--- config.mk ---
export PLATFORM = sky130hd
export DESIGN_NAME = mfm_data_separator
export DESIGN_NICKNAME = d
export VERILOG_FILES = /design/src/rtl/mfm_data_separator.sv
export SDC_FILE = /design/constraint.sdc
export NUM_CORES = 1
export LEC_CHECK = 0
export CORE_UTILIZATION = 60
export DETAILED_ROUTE_END_ITERATION = 8
export GPL_ROUTABILITY_DRIVEN = 0
export PLACE_DENSITY = 0.81
export SLEW_MARGIN = 10
export SYNTH_ARGS = -nofsm -noshare
export SYNTH_HDL_FRONTEND = slang
export SYNTH_SLANG_ARGS = --single-unit
export TNS_END_PERCENT = 20
--- constraint.sdc ---
create_clock -name clk_50 -period 6.3 [get_ports clk_50]
set_input_delay 1.575 -clock clk_50 [delete_from_list [all_inputs] [get_ports clk_50]]
set_output_delay 1.575 -clock clk_50 [all_outputs]
set_load 0.02 [all_outputs]
--- src/rtl/mfm_data_separator.sv ---
// Digital-PLL data separator for MFM read data: recovers the cell clock,
// slices pulses into clock/data cells, decodes data bits and tracks lock.
module mfm_data_separator #(
    parameter int CELL_CLKS   = 10,
    parameter int PHASE_SHIFT = 1,
    parameter int MAX_CORR    = 2,
    parameter int LOCK_TOL    = 1,
    parameter int LOCK_COUNT  = 16,
    parameter int MAX_GAP     = 4
) (
    input  logic clk_50,
    input  logic reset,
    input  logic enable,
    input  logic raw_mfm,
    output logic clk_cell,
    output logic cell_valid,
    output logic cell_bit,
    output logic bit_valid,
    output logic bit_data,
    output logic locked,
    output logic pulse_err
);

    localparam int PW = $clog2(CELL_CLKS);
    localparam int SW = PW + 2;
    localparam int GW = $clog2(MAX_GAP + 2);
    localparam logic signed [SW-1:0] CC   = SW'(CELL_CLKS);
    localparam logic signed [SW-1:0] CTR  = SW'(CELL_CLKS / 2);
    localparam logic signed [SW-1:0] MAXC = SW'(MAX_CORR);
    localparam logic signed [SW-1:0] TOL  = SW'(LOCK_TOL);
    localparam logic signed [SW-1:0] ONE  = SW'(1);

    logic [2:0]    sync;
    logic [PW-1:0] ph;
    logic          pseen;
    logic          parity;
    logic          prev_bit;
    logic [7:0]    lock_cnt;
    logic [GW-1:0] gap;

    logic                 p;
    logic signed [SW-1:0] err;
    logic signed [SW-1:0] mag;
    logic signed [SW-1:0] corr;
    logic signed [SW-1:0] step;
    logic signed [SW-1:0] sum;
    logic                 wrap;
    logic [PW-1:0]        ph_next;
    logic                 cb;
    logic                 err_cell;
    logic                 in_tol;
    logic [GW-1:0]        gap_inc;
    logic                 gap_over;
    logic                 clear_lock;

    always_comb begin
        p    = sync[1] & ~sync[2];
        err  = $signed(SW'(ph)) - CTR;
        mag  = err[SW-1] ? -err : err;
        corr = mag >>> PHASE_SHIFT;
        if (corr > MAXC)
            corr = MAXC;
        step = ONE;
        if (p && err > 0)
            step = ONE - corr;
        else if (p && err < 0)
            step = ONE + corr;
        sum     = $signed(SW'(ph)) + step;
        wrap    = (sum >= CC);
        ph_next = wrap ? PW'(sum - CC) : PW'(sum);

        // A pulse in the wrap cycle still belongs to the ending cell.
        cb         = pseen | p;
        err_cell   = wrap & prev_bit & cb;
        in_tol     = (mag <= TOL);
        gap_inc    = (gap == '1) ? gap : gap + 1'b1;
        gap_over   = wrap & ~cb & (gap_inc > GW'(MAX_GAP));
        clear_lock = (p & ~in_tol) | gap_over | err_cell;
    end

    always_ff @(posedge clk_50) begin
        if (reset || !enable) begin
            sync       <= '0;
            ph         <= '0;
            pseen      <= 1'b0;
            parity     <= 1'b0;
            prev_bit   <= 1'b0;
            lock_cnt   <= '0;
            gap        <= '0;
            clk_cell   <= 1'b0;
            cell_valid <= 1'b0;
            cell_bit   <= 1'b0;
            bit_valid  <= 1'b0;
            bit_data   <= 1'b0;
            locked     <= 1'b0;
            pulse_err  <= 1'b0;
        end else begin
            sync <= {sync[1:0], raw_mfm};
            ph   <= ph_next;
            // Registered decode of the next phase keeps clk_cell glitch-free.
            clk_cell   <= (ph_next < PW'(CELL_CLKS / 2));
            cell_valid <= wrap;
            cell_bit   <= wrap & cb;
            bit_valid  <= wrap & ~err_cell & parity;
            bit_data   <= wrap & ~err_cell & parity & cb;
            pulse_err  <= err_cell;

            if (wrap) begin
                prev_bit <= cb;
                pseen    <= 1'b0;
                // Holding parity on a violation slips the clock/data pairing.
                if (!err_cell)
                    parity <= ~parity;
            end else if (p) begin
                pseen <= 1'b1;
            end

            if (p)
                gap <= '0;
            else if (wrap && !pseen)
                gap <= gap_inc;

            if (clear_lock) begin
                lock_cnt <= '0;
                locked   <= 1'b0;
            end else begin
                if (p && lock_cnt != 8'hFF)
                    lock_cnt <= lock_cnt + 8'd1;
                locked <= (lock_cnt >= 8'(LOCK_COUNT));
            end
        end
    end

endmodule

==> flow_summary.toml, run 1 <==
[synthesis]
synth_edf_count = 0
ys_seq_elements = 28
async_reset_ff_frac = 0
syn_area_mm2 = 0.00166
synthesis.nets = 213
ys_seq_area_frac = 0.338
ys_warn_count = 0
syn_avg_cell_area_um2 = 8.47
synth_cells = 196
yosysUniqueCellTypes = 49
synthFlopType = "dfxtp_1"

[clocking]
cts_root_buffer = "clkbuf_4"
clk-insertion-delay-late_ns = 0.32
postCtsSetupRepairBufs = 0
clk_path_buf_depth = 2
cts.sinks = 28
cts_max_level = 1
cts_hold_buf = 0
path_clk_slew_ns = 0.14
cts_resized = 0
cts-buffers-inserted = 3
tritoncts = "built"

[power_and_ir_drop]
clkPwrFrac = 0.279
vdd_drop_max_mv = 0.189
p_comb_frac = 0.121
p_total_uw = 301
internal_power_uw = 230
p_seq_frac = 0.600
p_leak_uw = 0.000710
pwr_density_cell_mw_per_mm2 = 167
p_sw_uw = 71.7
sw_frac_of_total = 0.238

[global_routing]
grt_pass1_wl_um = 5270
grt_overflow = 0
antenna_found_initial = 0
first_global_vias = 1316
grt_max_degree = 16
track_usage = 0.244

[detailed_routing]
post_drt_wl_per_cell_um = 13.0
dr.pass1.iters = 4
wl_um = 3070
routed_via_density = 5.81
drc = 0
drt_first_iter_violations = 35
ant_nets = 0
dr_total_vias = 1371

[cells_and_area]
multi_input_area_mm2 = 0.00102
regArea_um2 = 561
fin_area_mm2 = 0.00180
drive_gt1_frac = 0.0728
nFillCells = 207
nNetsFinal = 224
diodes = 0
utilization = 0.708
syn_to_final_growth_pct = 8.59

[sta]
worst_clock_skew_ns = 0.00369
rsz0062_at_grt = "false"
period_needed_ns = 4.79
setup_viol = 0
period_share = 0.760
final.setup.tns_ns = 0
worst_hold_slack_ns = 0.440
hold_violations = 0
fmax_ghz = 0.209
drv_slew = 0

[floorplanning]
rows = 18
die_h_um = 54.6
io_pins = 11
initial_core_util = 0.652
die-area_mm2 = 0.00298
die_x_um = 54.6
core_area_mm2 = 0.00254

[critical_path]
cp-end-kind = "register"
crit_required_ns = 6.52
crit_fanout = 12
cp.arrival_ns = 5.01
cp-start-kind = "register"
path_class = "register to register"

[placement]
placedInstanceArea_mm2 = 0.00177
dpl.hpwl_um = 2440
portBuffers = 10

[run]
maxCapViolCount = 0

[run_status]
outcome = "finished clean"

[min_path]
hold_class = "register to register"
==> final cells by class <==
type | count | share of cell area
Clock buffer | 4 | 0.0201
Inverter | 12 | 0.0250
Multi-Input combinational cell | 152 | 0.568
Sequential cell | 28 | 0.311
Tap cell | 30 | 0.0208
Timing Repair Buffer | 10 | 0.0555
==> sequential cells by signal (all words and copies together) (netlist names) <==
name / cells
lock_cnt: 8
ph: 4
gap: 3
sync: 3
bit_data: 1
bit_valid: 1
cell_bit: 1
cell_valid: 1
clk_cell: 1
locked: 1
parity: 1
prev_bit: 1
pseen: 1
pulse_err: 1
==> layer usage <==
layer / routed length [um] / global-route usage
met1: 1440 / 0.289
met2: 1490 / 0.432
met3: 112 / 0.0528
met4: 25 / 0.0726
met5: 0 / 0
==> final timing paths <==
path	startpoint	endpoint	slack, ns	cells past startpoint
worst min-delay path	sync[0]	sync[1]	0.44	1
worst max-delay path	ph[0]	lock_cnt[1]	1.51	17
worst min register to register	sync[0]	sync[1]	0.44	1
worst max register to register	ph[0]	lock_cnt[1]	1.51	17
==> through the flow <==
step | cells | setup slack, ns
detailed placement | 232 | 1.60
global placement | 232 | 1.82
CTS | 236 | 1.56
global route | 236 | 1.07
floorplan | 196 | 2.24
finish | 236 | 1.51
==> cells in the final DEF, fill, tap and decap left out, types with 6 or more instances in the layout <==
master           instances
nand2_1                 11
dfxtp_1                 28
a21oi_1                  8
inv_1                   10
xnor2_1                  7
clkdlybuf4s50_1         10
nor2_1                  33
ha_1                    12
o21ai_0                  6
and2_1                   7
nand4_1                  6
==> power groups by stage <==
stage | Sequential [uW] | Clock [uW] | Combinational [uW]
2_1_floorplan | 185 | 0 | 27.2
3_3_place_gp | 185 | 0 | 34.3
3_5_place_dp | 185 | 0 | 36.0
4_1_cts | 181 | 86.9 | 36.3
5_1_grt | 181 | 94.3 | 41.2
6_report | 181 | 84.1 | 36.6
==> synth_stat cells, drive strengths merged (4+ instances only) <==
master / instances / area share
ha: 12 / 0.090
nand2: 11 / 0.025
nand3: 4 / 0.012
o21ai: 9 / 0.027
nor3: 5 / 0.015
inv: 12 / 0.027
a21oi: 9 / 0.029
nor2b: 5 / 0.019
and2: 7 / 0.026
xor2: 4 / 0.021
nand4: 6 / 0.023
nor2: 33 / 0.075
xnor2: 7 / 0.037
dfxtp: 28 / 0.34
==> worst max-delay path: stages, from the launching register on <==
cell       delay, ns
dfxtp_1         0.54
inv_1           0.09
ha_1            0.30
and3b_1         0.23
a41oi_1         0.28
o211ai_2        0.24
and2_1          0.21
ha_1            0.29
a21oi_1         0.12
nor2_1          0.08
ha_1            0.28
a211oi_1        0.41
a2bb2oi_1       0.26
a21oi_1         0.10
a211o_1         0.31
o211ai_2        0.43
a221o_1         0.43
nor2_1          0.09
==> logic make-up (layout without fill, tap and decap cells) <==
| logic type | count (synthesis) | count (layout) | share of synthesized area |
|---|---|---|---|
| and+or+nand+nor | 83 | 83 | 0.250 |
| DFF | 28 | 28 | 0.338 |
| other | 1 | 1 | 0.00226 |
| AOI/OAI and AO/OA | 41 | 41 | 0.185 |
| muxes | 3 | 3 | 0.0181 |
| adders and majority gates | 13 | 13 | 0.102 |
| buffers and inverters | 16 | 26 | 0.0460 |
| xor gates and xnor gates | 11 | 11 | 0.0580 |
No activity file was read; power rests on OpenSTA's default activity.
==> run 2, diff against run 1 <==
--- a/config.mk
+++ b/config.mk
@@ -5,10 +5,10 @@
 export SDC_FILE = /design/constraint.sdc
 export NUM_CORES = 1
 export LEC_CHECK = 0
-export CORE_UTILIZATION = 60
+export CORE_UTILIZATION = 52
 export DETAILED_ROUTE_END_ITERATION = 8
 export GPL_ROUTABILITY_DRIVEN = 0
-export PLACE_DENSITY = 0.81
+export PLACE_DENSITY = 0.74
 export SLEW_MARGIN = 10
 export SYNTH_ARGS = -nofsm -noshare
 export SYNTH_HDL_FRONTEND = slang
==> constraint.sdc (replaced) <==
create_clock -name clk_50 -period 4.4 [get_ports clk_50]
set_input_delay 1.1 -clock clk_50 [delete_from_list [all_inputs] [get_ports clk_50]]
set_output_delay 1.1 -clock clk_50 [all_outputs]
set_load 0.02 [all_outputs]
==> run 2 against run 1 <==
Count of clock-buffer cells in the layout stayed put; total power increased by 44%; sequential cell count stayed put; final area rose by 3.9%; wire length decreased by 0.65%; sequential share of layout area fell by 0.96 points; utilization down 9.5 points; first-iteration DRC count increased by 43%; cell count increased by 7.2%; clock power increased by 43%; critical path type unchanged; largest cell class unchanged; highest routed layer unchanged.
==> flow_summary.toml, run 2 (same netlist as run 1, synthesis figures left out) <==
[cells_and_area]
top_register = "lock_cnt"
largest_reg_flops = 8
final_cell_mix = "nor2_1, dfxtp_1, ha_1"
utilization = 0.614
fin_area_mm2 = 0.00187
nFillCells = 278
diodes = 0
drive_gt1_frac = 0.115
reg_top3 = "lock_cnt x8, ph x4"
final_common_cell = "nor2_1"
syn_to_final_growth_pct = 12.8
nNetsFinal = 227

[clocking]
cts_root_buffer = "clkbuf_4"
postCtsSetupRepairBufs = 0
tritoncts = "built"
cts_hold_buf = 0
cts.sinks = 28
cts-buffers-inserted = 3
clk_path_buf_depth = 2
cts_max_level = 1
clk-insertion-delay-late_ns = 0.32
path_clk_slew_ns = 0.14

[detailed_routing]
routed_via_density = 5.48
ant_nets = 0
post_drt_wl_per_cell_um = 12.0
drc = 0
wl_um = 3050
drt_first_iter_violations = 50
dr.pass1.iters = 5
dr_total_vias = 1387

[sta]
rsz0062_at_grt = "false"
setup_viol = 0
final.setup.tns_ns = 0
worst_hold_slack_ns = 0.445
period_share = 0.937
hold_violations = 0
worst_clock_skew_ns = 0.00576
drv_slew = 0
fmax_ghz = 0.243
period_needed_ns = 4.12

[run_status]
outcome = "finished clean"

[global_routing]
antenna_found_initial = 0
grt_overflow = 0
grt_pass1_wl_um = 5280
first_global_vias = 1256
track_usage = 0.193
grt_max_degree = 16

[min_path]
holdPathEnd = "sync[1]"
min-delay-start = "sync[0]"
hold_path_depth = 1
hold_class = "register to register"

[floorplanning]
die_h_um = 58.5
core_area_mm2 = 0.00305
die-area_mm2 = 0.00342
die_x_um = 58.5
io_pins = 11
rows = 20
initial_core_util = 0.544

[placement]
dpl.hpwl_um = 2380
placedInstanceArea_mm2 = 0.00181
portBuffers = 10

[critical_path]
crit_fanout = 9
cp-start-kind = "register"
cp.arrival_ns = 4.38
cp-end-kind = "register"
path_class = "register to register"
r2r-end = "lock_cnt[1]"
rr_startpoint = "ph[1]"
crit_required_ns = 4.66
r2r_cells = 17
rrSetupSlack_ns = 0.28

[power_and_ir_drop]
vdd_drop_max_mv = 0.200
p_leak_uw = 0.000731
p_total_uw = 435
pwr_density_cell_mw_per_mm2 = 232

[run]
maxCapViolCount = 0
## run 2: changes by cell type in the layout (fill, tap and decap cells not counted)
cell       before  now
a211oi_1        2    1
a211oi_4        0    1
a221o_1         1    0
a221o_2         0    1
a2bb2oi_1       1    0
a2bb2oi_2       0    1
buf_4           0    3
dfxtp_1        28   27
dfxtp_4         0    1
nor2_1         33   32
nor2_2          0    1
o21ai_1         3    2
o21ai_2         0    1
## run 2: worst max path at each step
stage / startpoint / end / slack (ns) / cells past startpoint
floorplan: ph[0] / clk_cell / 0.34 / 17
global placement: ph[1] / clk_cell / 0.23 / 17
detailed placement: ph[1] / lock_cnt[1] / -0.04 / 17
CTS: ph[1] / lock_cnt[1] / 0.03 / 17
global route: ph[1] / parity / 0.02 / 17
finish: ph[1] / lock_cnt[1] / 0.28 / 17
## run 2: final cells by class
cell class	instances	area [um2]	area share
multi-input cells	152	1050	0.560
flip-flops and latches	28	564	0.301
repair buffers	13	123	0.0655
well taps	44	55.1	0.0294
inverters	12	45.0	0.0240
clock buffers	4	36.3	0.0194
## run 2: repair_timing
action,4_1_cts,5_1_grt
endpoints found under the setup margin,13,24
resized for setup,1,7
gates cloned,0,0
## run 2: worst max-delay path, stage by stage (launching register included)
cell and delay [ns]:
dfxtp_4 0.41, inv_1 0.07, ha_1 0.26, and3b_1 0.22
a41oi_1 0.24, o211ai_2 0.15, and2_1 0.17, ha_1 0.29
a21oi_1 0.16, nor2_2 0.07, fa_1 0.44, xnor2_1 0.32
a2bb2oi_2 0.11, a21bo_2 0.23, nand3_1 0.13, o211ai_2 0.17
a221o_2 0.47, nor2_1 0.13
## run 2: routing by layer
metal | vias to the layer above | track usage | wire (um)
li1 | 712 | - | -
met1 | 638 | 0.251 | 1410
met2 | 31 | 0.340 | 1530
met3 | 6 | 0.0330 | 86
met4 | 0 | 0.0340 | 15
met5 | - | 0 | 0
## run 2: power by group
part           internal, uW  leakage, uW  switching (uW)
clock network          50.6    0.0000210            69.8
registers               256     0.000227            2.02
logic                  25.5     0.000483            31.9
total                   332     0.000731             104
## run 2: metrics by stage
step	worst slack [ns]	cells
2_1_floorplan	0.344	196
3_3_place_gp	0.233	249
3_5_place_dp	-0.0413	249
4_1_cts	0.0262	253
5_1_grt	0.0200	253
6_report	0.279	253
==> run 3, diff against run 2 <==
--- a/config.mk
+++ b/config.mk
@@ -7,7 +7,6 @@
 export LEC_CHECK = 0
 export CORE_UTILIZATION = 52
 export DETAILED_ROUTE_END_ITERATION = 8
-export GPL_ROUTABILITY_DRIVEN = 0
 export PLACE_DENSITY = 0.74
 export SLEW_MARGIN = 10
 export SYNTH_ARGS = -nofsm -noshare
==> run 3 against run 2 <==
Global-route usage is 1.7 points higher; final area is 1.8% higher; count of clock-buffer cells in the layout is 1 lower; first-iteration DRC count is 30% higher; worst hold slack better by 0.0066 ns; maximum frequency is 1.5% lower; clock power is 37% higher; total power is 11% higher; non-clock buffer count is 1 higher; sequential power hardly changed; cell count is 0.40% higher; register-to-register slack worse by 0.06 ns; critical endpoint is now clk_cell; largest cell class unchanged.
==> flow_summary.toml, run 3 (same netlist as run 1, synthesis figures left out) <==
[run_status]
outcome = "finished clean"

[sta]
period_share = 0.951
period_needed_ns = 4.18
setup_ws_ns = 0.216
hold_violations = 0
final.setup.tns_ns = 0
tightest_slew_ns = 0.516
drv_slew = 0
setup_viol = 0
fmax_ghz = 0.239
worst_clock_skew_ns = 0.00659
relSlewSlack = 0.655

[cells_and_area]
final_common_cell = "nor2_1"
diodes = 0
final_cell_mix = "nor2_1, dfxtp_1, ha_1"
nNetsFinal = 228
largest_reg_flops = 8
drive_gt1_frac = 0.129
syn_to_final_growth_pct = 14.8
reg_top3 = "lock_cnt x8, ph x4"
final_cells = 254
top_register = "lock_cnt"
utilization = 0.625

[clocking]
path_clk_slew_ns = 0.15
cts_root_buffer = "clkbuf_4"
cts-buffers-inserted = 3
tritoncts = "built"
cts_resized = 0
postCtsSetupRepairBufs = 0
cts.sinks = 28
clk_path_buf_depth = 2
cts_max_level = 1
cts_hold_buf = 0
clk-insertion-delay-late_ns = 0.32

[critical_path]
rr_startpoint = "ph[0]"
crit_start = "ph[0]"
rrSetupSlack_ns = 0.22
cp-end-kind = "register"
worstSetupEndpoint = "clk_cell"
crit_fanout = 7
r2r-end = "clk_cell"
cp.arrival_ns = 4.42
path_class = "register to register"
r2r_cells = 17
crit_required_ns = 4.63
cp-start-kind = "register"

[detailed_routing]
dr.pass1.iters = 4
ant_nets = 0
wl_um = 3380
drc = 0
post_drt_wl_per_cell_um = 13.3
routed_via_density = 5.48
dr_total_vias = 1393
drt_first_iter_violations = 65

[global_routing]
antenna_found_initial = 0
track_usage = 0.210
first_global_vias = 1337
grt_overflow = 0
grt_pass1_wl_um = 5550
grt_max_degree = 17

[floorplanning]
rows = 20
initial_core_util = 0.544
die_h_um = 58.5
core_area_mm2 = 0.00305
die-area_mm2 = 0.00342
die_x_um = 58.5
io_pins = 11

[placement]
gp_congestion = 0.871
portBuffers = 10
dpl.hpwl_um = 2470
place_inst = 250
post-place-ws_ns = 0.210

[min_path]
hold_class = "register to register"

[power_and_ir_drop]
pwr_density_cell_mw_per_mm2 = 253
vdd_drop_max_mv = 0.204
p_total_uw = 483
p_leak_uw = 0.000736

[run]
maxCapViolCount = 0
[run 3: how the worst min path moves through the flow]
stage               startpoint       to  slack (ns)  cells after the start
CTS                    sync[0]  sync[1]        0.45                      1
finish                 sync[0]  sync[1]        0.45                      1
detailed placement     sync[0]  sync[1]        0.42                      1
global route           sync[0]  sync[1]        0.49                      1
floorplan              sync[0]  sync[1]        0.41                      1
global placement       sync[0]  sync[1]        0.41                      1
[run 3: per-stage QoR]
step,hold slack (ns),cell area [um2]
after floorplan,0.406,1660
after global placement,0.411,1810
after detailed placement,0.416,1810
after CTS,0.450,1870
after global routing,0.489,1910
final,0.452,1910
[run 3: worst max-delay path, cell delays in order (launching register included)]
cell and delay [ns]:
dfxtp_1 0.38, inv_1 0.05, ha_1 0.27, and3b_1 0.25, a41oi_2 0.22, o211ai_2 0.13
and2_1 0.17, ha_1 0.29, a21oi_1 0.15, nor2_2 0.07, ha_1 0.29, a211oi_2 0.39
o21bai_1 0.19, and2_1 0.19, a211o_1 0.28, o211a_4 0.28, mux2i_1 0.13, a2111oi_2 0.36
[run 3: final cells by class]
type	count	area, um2
tap	44	55.1
inverter	12	45.0
multi-input combinational	152	1060
fill	260	1150
sequential	28	561
clock buffer	3	22.5
clock inverter	1	30.0
timing repair buffer	14	130
[run 3: routing by layer]
metal	global-route usage	wire length (um)
met1	0.256	1560
met4	0.0884	77
met5	0	0
met2	0.363	1660
met3	0.0396	83
[run 3: where the power goes]
group	switching, uW	total, uW	internal [uW]
clock network	72.9	165	92.1
registers	1.31	257	256
logic	34.6	60.5	25.9
total	109	483	374
==> RTL change, RTL diff (settings of run 3) <==
Set the parameter `MAX_GAP` to 8 (it was 4).
--- a/src/rtl/mfm_data_separator.sv
+++ b/src/rtl/mfm_data_separator.sv
@@ -7,5 +7,5 @@
     parameter int LOCK_TOL    = 1,
     parameter int LOCK_COUNT  = 16,
-    parameter int MAX_GAP     = 4
+    parameter int MAX_GAP     = 8
 ) (
     input  logic clk_50,
Function: same outputs for any inputs over 10 cycles, from zero or initial values; that may be too few to reach the edited logic, so the function may still have changed.
==> RTL change against run 3 <==
  * The run now ends with negative setup slack left
  * Cell area rose by 43%
  * Sequential cell count is 1 higher
  * Routed wire length up 68%
  * Setup slack got worse by 270 ps
  * Count of clock-buffer cells in the layout rose by 4
  * Synthesized area rose by 17%
  * Total power grew 37%
  * Critical path type unchanged
==> RTL change: results (changes against run 3) <==
Run status
  • Failing checks: negative setup slack
  • Status: finished, violations left

Critical path
  • Flop-to-flop setup slack: -50 ps (-270 ps)
  • Crit path DAT: 4680 ps (+260 ps)
  • Crit path max fanout: 5 (-2)

STA
  • Setup TNS: -222 ps (-222 ps)
  • Final setup viols: 9 (+9)
  • Hold_ws: 434 ps (-17.5 ps)
  • Post-route setup slack: -54.5 ps (-271 ps)
  • Worst-Margin Slew: 705 ps (+188 ps)

Cells and area
  • Largest regs: lock_cnt: 8 flops, gap: 4 flops, ph: 4 flops
  • Fraction of layout cells with a size suffix above 1: 37.7% (+25 points)
  • # fillers: 216 (-17%)
  • Area occupied by multi-input gates: 1530 µm² (+44%)

Placement
  • Instance area at placement: 2240 µm² (+23%)
  • Post-place setup slack: -161 ps (-371 ps)
  • Post-DP HPWL: 3180 µm (+29%)
  • Placed insts: 285 (+14%)
  • GP Congestion: 0.900 (+3.3%)

Global routing
  • M2 GR Usage: 47.8% (+12 points)
  • Global Route Usage Sum: 27.1% (+6.1 points)
  • Largest net degree at the start of global routing: 16 (-1)
  • M3 GR Usage: 7.07% (+3.1 points)
  • Vias in the first global route: 1880 (+41%)

Clocking
  • Worst-path clk slew: 70 ps (-80 ps)
  • Cts bufs inserted: 5 (+2)
  • Clk root buf: clkbuf_8

Route
  • Avg WL per Cell: 18.2 µm (+37%)
  • Via count: 1860 (+34%)
  • DRT Pass-1 Iters: 5 (+1)
  • Total wire length: 5670 µm (+68%)

Yosys
  • Mean Syn Cell Area: 9.02 µm² (+6.5%)
  • Sequential area share after synthesis: 29.9% (-3.8 points)
  • Mux contribution to synthesized area: 3.16% (+1.4 points)
  • Adder-Cell Fraction of Synth Area: 12.0% (+1.8 points)
  • Ranking of synthesized cells by area: dfxtp_1 30%, ha_1 11%, nor2_1 3.5%, xor2_1 3.2%, nand2_1 3.1%
  • Synth cell types: 61 (+24%)
  • Synth Area in XOR/XNOR: 5.81% (about the same)
  • Post-synthesis compound-gate area fraction: 18.1% (-0.41 points)

Power
  • Net Sw Power: 0.159 mW (+46%)
  • Leak pwr: 1.06 nW (+44%)
## RTL change: cell types whose count changed after synthesis, moves of 5 or more
cell | before | now
ha_1 | 12 | 17
nand2_1 | 11 | 16
nand3b_1 | 0 | 5
nor2_1 | 33 | 18
nor2_2 | 0 | 9
## RTL change: final cells by class
class	count	area share (%)
clock buffer	7	3.18
clock inverter	1	1.10
inverter	10	1.57
multi-input combinational	171	56.3
sequential	29	21.6
tap	46	2.12
timing repair buffer	47	14.2
## RTL change: worst max-delay path: stages (launching register included)
cell      delay [ps]
dfxtp_4          370
inv_6             50
ha_4             240
mux2_2           270
o21ai_2          130
a32oi_2          140
o21bai_4         250
buf_4            170
ha_1             280
and3_1           150
a21oi_1          120
nor2_1           110
ha_1             360
a21o_1           170
a21oi_1           90
and2_1           150
o31a_2           370
o311a_4          350
a221o_2          450
nor2_2           150
## RTL change: layer usage
| layer | share of wire [%] | vias to the layer above |
|---|---|---|
| li1 | - | 867 |
| met1 | 38 | 897 |
| met2 | 52 | 71 |
| met3 | 5.4 | 25 |
| met4 | 4.3 | 0 |
| met5 | 0 | - |
## RTL change: power by group through the flow
stage	clock network, mW	registers, mW	logic, mW
after global placement	0	0.272	0.0683
final	0.283	0.266	0.114
after detailed placement	0	0.272	0.0708
after global routing	0.300	0.266	0.120
after CTS	0.287	0.266	0.0868
after floorplan	0	0.273	0.0500
## RTL change: final timing paths
check / end / startpoint / depth (start not counted)
worst max-delay path: lock_cnt[3] / ph[1] / 19
worst min-delay path: sync[1] / sync[0] / 1
worst max register to register: lock_cnt[3] / ph[1] / 19
worst min register to register: sync[1] / sync[0] / 1
## RTL change: what timing repair did
item,in CTS,in global routing
buffers inserted,9,8
setup endpoints to repair,17,25
hold buffers,0,0
resized for setup,17,25
pin swaps,25,24
cloned,1,0
